[config.mk]
export PLATFORM = sky130hd
export DESIGN_NAME = seq_detect_param_flat
export DESIGN_NICKNAME = d
export VERILOG_FILES = /design/src/rtl/seq_detect_param_if.sv /design/src/rtl/seq_detect_param.sv /design/src/flat_wrapper.sv
export SDC_FILE = /design/constraint.sdc
export NUM_CORES = 1
export LEC_CHECK = 0
export CAP_MARGIN = 15
export CORE_MARGIN = 1.5
export CORE_UTILIZATION = 50
export DETAILED_ROUTE_END_ITERATION = 6
export PLACE_DENSITY = 0.79
export SLEW_MARGIN = 20
export SYNTH_ARGS = -nofsm -noshare
export SYNTH_HDL_FRONTEND = slang
export SYNTH_SLANG_ARGS = --single-unit
[constraint.sdc]
create_clock -name clk -period 2.2 [get_ports clk]
set_input_delay 0.55 -clock clk [delete_from_list [all_inputs] [get_ports clk]]
set_output_delay 0.55 -clock clk [all_outputs]
set_load 0.02 [all_outputs]
[src/rtl/seq_detect_param_if.sv]
// Serial pattern-detector bus.
// Groups the data/control inputs and the match outputs of seq_detect_param.
//   in        : serial data bit, qualified by valid
//   valid     : qualifies in; cycles with valid=0 are ignored
//   overlap   : 1 = overlapping detection, 0 = non-overlapping
//   load      : load pat_in as the new pattern and flush the history
//   pat_in    : new pattern, oldest bit in [PAT_W-1]
//   out       : combinational (Mealy) match flag
//   out_reg   : out delayed by one clock
//   match_cnt : saturating match count since reset
// master drives the inputs (stimulus side), slave is the detector.
interface seq_detect_param_if #(
  parameter int PAT_W = 4,
  parameter int CNT_W = 8
);
  logic             in;
  logic             valid;
  logic             overlap;
  logic             load;
  logic [PAT_W-1:0] pat_in;
  logic             out;
  logic             out_reg;
  logic [CNT_W-1:0] match_cnt;

  modport master (
    output in, valid, overlap, load, pat_in,
    input  out, out_reg, match_cnt
  );

  modport slave (
    input  in, valid, overlap, load, pat_in,
    output out, out_reg, match_cnt
  );
endinterface

[src/rtl/seq_detect_param.sv]
// Parameterised serial sequence detector.
// Compares the last PAT_W valid bits (history plus the bit currently on
// bus.in) against a loadable pattern and flags a match combinationally in the
// cycle the final pattern bit arrives. Supports overlapping and
// non-overlapping detection, a registered copy of the flag, and a saturating
// match counter.
// Ports:
//   clk : sole clock, rising edge
//   rst : synchronous active-high reset; overrides load and valid
//   bus : seq_detect_param_if.slave (in, valid, overlap, load, pat_in ->
//         out, out_reg, match_cnt)
module seq_detect_param #(
  parameter int               PAT_W   = 4,
  parameter logic [PAT_W-1:0] PATTERN = 4'b1011,
  parameter int               CNT_W   = 8
) (
  input  logic             clk,
  input  logic             rst,
  seq_detect_param_if.slave bus
);

  localparam int               FILL_W   = (PAT_W > 2) ? $clog2(PAT_W) : 1;
  localparam logic [FILL_W-1:0] FILL_MAX = FILL_W'(PAT_W - 1);

  logic [PAT_W-1:0]  pat_q,   pat_d;
  logic [PAT_W-2:0]  hist_q,  hist_d;
  logic [FILL_W-1:0] fill_q,  fill_d;
  logic              out_reg_q, out_reg_d;
  logic [CNT_W-1:0]  cnt_q,   cnt_d;

  logic              match;
  logic [PAT_W-1:0]  window;

  // Counter holds at all-ones instead of wrapping.
  function automatic logic [CNT_W-1:0] sat_inc(input logic [CNT_W-1:0] v);
    return (&v) ? v : v + CNT_W'(1);
  endfunction

  // Candidate window: stored history followed by the bit on the wire now.
  assign window = {hist_q, bus.in};

  // A match needs a full history (fill saturated) so that bits from before a
  // flush can never contribute.
  assign match = bus.valid & ~bus.load & ~rst &
                 (fill_q == FILL_MAX) & (window == pat_q);

  always_comb begin
    pat_d     = pat_q;
    hist_d    = hist_q;
    fill_d    = fill_q;
    cnt_d     = cnt_q;
    out_reg_d = match;
    if (rst) begin
      pat_d  = PATTERN;
      hist_d = '0;
      fill_d = '0;
      cnt_d  = '0;
    end else if (bus.load) begin
      pat_d  = bus.pat_in;
      hist_d = '0;
      fill_d = '0;
    end else if (bus.valid) begin
      hist_d = window[PAT_W-2:0];
      if (match) begin
        // Overlap keeps the history usable; non-overlap demands PAT_W new bits.
        fill_d = bus.overlap ? fill_q : '0;
        cnt_d  = sat_inc(cnt_q);
      end else if (fill_q != FILL_MAX) begin
        fill_d = fill_q + FILL_W'(1);
      end
    end
  end

  always_ff @(posedge clk) begin
    pat_q     <= pat_d;
    hist_q    <= hist_d;
    fill_q    <= fill_d;
    cnt_q     <= cnt_d;
    out_reg_q <= out_reg_d;
  end

  assign bus.out       = match;
  assign bus.out_reg   = out_reg_q;
  assign bus.match_cnt = cnt_q;

endmodule

[src/flat_wrapper.sv]
// flat-port wrapper written by rule: the top's interface ports become plain ports
module seq_detect_param_flat 
#(
  parameter int               PAT_W   = 4,
  parameter logic [PAT_W-1:0] PATTERN = 4'b1011,
  parameter int               CNT_W   = 8
)
  (clk, rst, bus_in, bus_valid, bus_overlap, bus_load, bus_pat_in, bus_out, bus_out_reg, bus_match_cnt);
  seq_detect_param_if #(.PAT_W(PAT_W), .CNT_W(CNT_W)) bus_i ();
  input  logic clk;
  input  logic rst;
  input wire logic [$bits(bus_i.in)-1:0] bus_in;
  input wire logic [$bits(bus_i.valid)-1:0] bus_valid;
  input wire logic [$bits(bus_i.overlap)-1:0] bus_overlap;
  input wire logic [$bits(bus_i.load)-1:0] bus_load;
  input wire logic [$bits(bus_i.pat_in)-1:0] bus_pat_in;
  output wire logic [$bits(bus_i.out)-1:0] bus_out;
  output wire logic [$bits(bus_i.out_reg)-1:0] bus_out_reg;
  output wire logic [$bits(bus_i.match_cnt)-1:0] bus_match_cnt;
  assign bus_i.in = bus_in;
  assign bus_i.valid = bus_valid;
  assign bus_i.overlap = bus_overlap;
  assign bus_i.load = bus_load;
  assign bus_i.pat_in = bus_pat_in;
  assign bus_out = bus_i.out;
  assign bus_out_reg = bus_i.out_reg;
  assign bus_match_cnt = bus_i.match_cnt;
  seq_detect_param #(.PAT_W(PAT_W), .PATTERN(PATTERN), .CNT_W(CNT_W)) u_core (.clk(clk), .rst(rst), .bus(bus_i));
endmodule
==> out/results.ini <==
[cts]
cts_tree = done
cts.sinks = 18
ctsRootBufferMaster = clkbuf_4
cts_buffers = 3
htreeDepth = 1
worstSkewPairLatency_ps = 290
clk_path_buf_depth = 2
clkTransAtPathRegs_ps = 100

[sta]
rsz0062_at_grt = yes
fin_crit_sh_pct = 103
maxSlewViolCount = 0
fin_hold_ws_ps = 551
fmax_mhz = 442
slew_headroom_pct = 67.7
final.setup.worst_slack_ps = -60.7
finalSetupViolCount = 1
hold_viol_final = 0
fin_crit_ps = 2260
worst_pin_slew_ps = 483
finClkSkew_ps = 4.57

[global_routing]
grt_pass1_vias = 860
gr-total-overflow = 0
antenna_found_initial = 0
grt_pass1_wl_microns = 3770
grt_start_max_net_pins = 20
grt_use_total_pct = 23.9

[run]
drv_cap = 0

[setup_path]
start_kind = input port
path_class = input port to output port
cp.buffers_inverters = 2
arrival_ps = 1710
critPathRequiredTime_ps = 1650
path_max_fanout = 2
r2r_slack_ps = 180
cp-end-kind = output port
worstPathCellList = dlygate4sd2_1, nand2_2, or4_4, nor3_4, buf_6
worst-path-stages = 5
r2r_end = u_core.bus.match_cnt[3]
worstReg2RegStart = u_core.fill_q[0]
crit_family = simple AND/OR/NAND/NOR gates
crit_slowest_cell = or4_4
reg2reg_depth = 6
max_stage_delay_ps = 510
endpoint = bus_out
startpoint = bus_valid

[die]
fp.coreArea_sq_mm = 0.00194
start_util_pct = 52.6
die_x_microns = 48.2
die_y_microns = 48.2
num_rows = 16
ios = 20
dieArea_sq_mm = 0.00232

[detailed_routing]
first_pass_iters = 4
drt_iter0_drc = 6
vias = 925
wl_microns = 2450
drc = 0
ant_nets = 0
routedWlPerCell_microns = 14.1
vias_per_cell = 5.32

[hold_path]
min_from = u_core.pat_q[2]
hp-class = flop to flop

[logic_synthesis]
ys_ff_latch = 18
async_flop_share_pct = 0
yosys.cell_types.count = 34
synth_seq_area_share_pct = 35.3
syn_nets = 121
syn_avg_cell_area_sq_um = 9.38
synth_cells = 109
ys_warn_count = 0
ys.flop_type = dfxtp_1
synth_edf_count = 0
synthesis.area_sq_mm = 0.00102

[finish]
syn2layout_area_growth_pct = 40.6
nNetsFinal = 160
largest_reg_flops = 8
regArea_sq_um = 363
fillers = 156
antenna_cells = 0
drive_gt1_share_pct = 29.9
multi_input_area_sq_um = 639
final_util_pct = 74.0

[power]
leakagePower_nw = 0.566
power_density_mw_per_mm2 = 437
vdd_drop_max_v = 0.000431

[status]
violations = setup timing
status = complete, but fails checks

[place]
port_buffers = 19
dp_hpwl_microns = 1680
place.gp.congestion = 0.771

==> metrics by stage <==
step	setup slack [ps]	std cells	total power [W]	TNS, ps	cell area (sq um)
after global placement	-828	167	0.000426	-4520	1360
after floorplan	5.86	109	0.000388	0	1030
after CTS	-56.1	175	0.000636	-56.1	1450
final	-60.7	174	0.000629	-60.7	1440
after global routing	-126	174	0.000657	-126	1440
after detailed placement	-827	167	0.000429	-4740	1360
==> final cells by class <==
class	instances	area share, %
clock buffer	4	2.52
sequential	18	25.2
timing repair buffer	41	24.4
multi-input combinational	80	44.5
tap	27	2.35
inverter	4	1.04
==> synthesized netlist by cell type (all sizes together) (2+ instances only) <==
library cell,number,share of area (%)
a211o,3,2.6
nor2,12,4.4
or4,4,3.3
a21oi,3,1.5
dfxtp,18,35
mux2i,5,4.9
ha,2,2.4
nand3,3,1.5
nand2b,3,1.8
mux2,6,6.6
o31ai,2,1.5
and2,2,1.2
inv,4,1.5
or2,2,1.2
nor4,6,8.2
nand4,3,1.8
buf,5,3.7
clkbuf,2,0.73
nand2,3,1.3
nor2b,12,7.3
==> how the worst min path moves through the flow <==
stage,endpoint,depth (start not counted)
5_1_grt,u_core.hist_q[1],2
3_5_place_dp,u_core.fill_q[1],2
3_3_place_gp,u_core.fill_q[1],2
6_report,u_core.pat_q[2],2
2_1_floorplan,u_core.pat_q[2],2
4_1_cts,u_core.pat_q[2],2
==> tightest hold or removal path: stages (launching register included) <==
cell	delay [ps]
dfxtp_1	340
mux2i_1	120
nor2_1	50
==> where the power goes <==
part / switching [W] / internal (W) / leakage, nW / total [W]
Sequential: 0.00000526 / 0.000333 / 0.147 / 0.000338
Clock: 0.0000986 / 0.000101 / 0.0210 / 0.000199
Combinational: 0.0000426 / 0.0000485 / 0.398 / 0.0000911
Total: 0.000146 / 0.000482 / 0.566 / 0.000629
==> what timing repair did <==
action / in CTS / in global routing
pin swaps: 6 / 5
resized for setup: 16 / 2
hold buffers: 0 / 0
endpoints found under the hold margin: 0 / 0
buffers inserted: 4 / 0
endpoints found under the setup margin: 11 / 6
==> cell families after synthesis <==
logic type	synth area share, %
simple gates	34.4
flops	35.3
compound gates	9.67
buf+inv	5.87
mux	11.5
fa+ha+maj	2.45
xor+xnor	0.857
==> metal layers <==
metal | wire (microns) | GRT usage, %
met1 | 1150 | 30.4
met2 | 1220 | 38.9
met3 | 59 | 5.19
met4 | 15 | 10.3
met5 | 0 | 0
==> cell usage in the layout, fill, tap and decap left out, drive strengths merged <==
cell type,n
nor3,1
a21oi,3
dfxtp,18
o211ai,1
and2,2
or2,2
o311ai,1
a211oi,1
ha,2
clkdlybuf4s50,16
a311o,1
clkbuf,5
a41oi,1
o31ai,2
inv,4
or4,4
nor2,12
and4,1
nand4b,1
nand2,3
nand4,3
nor2b,12
dlygate4sd2,1
mux2i,5
nor4,6
mux2,6
buf,23
nand3,3
a211o,3
xor2,1
nand2b,3
Power figures use the tool's default switching activity.
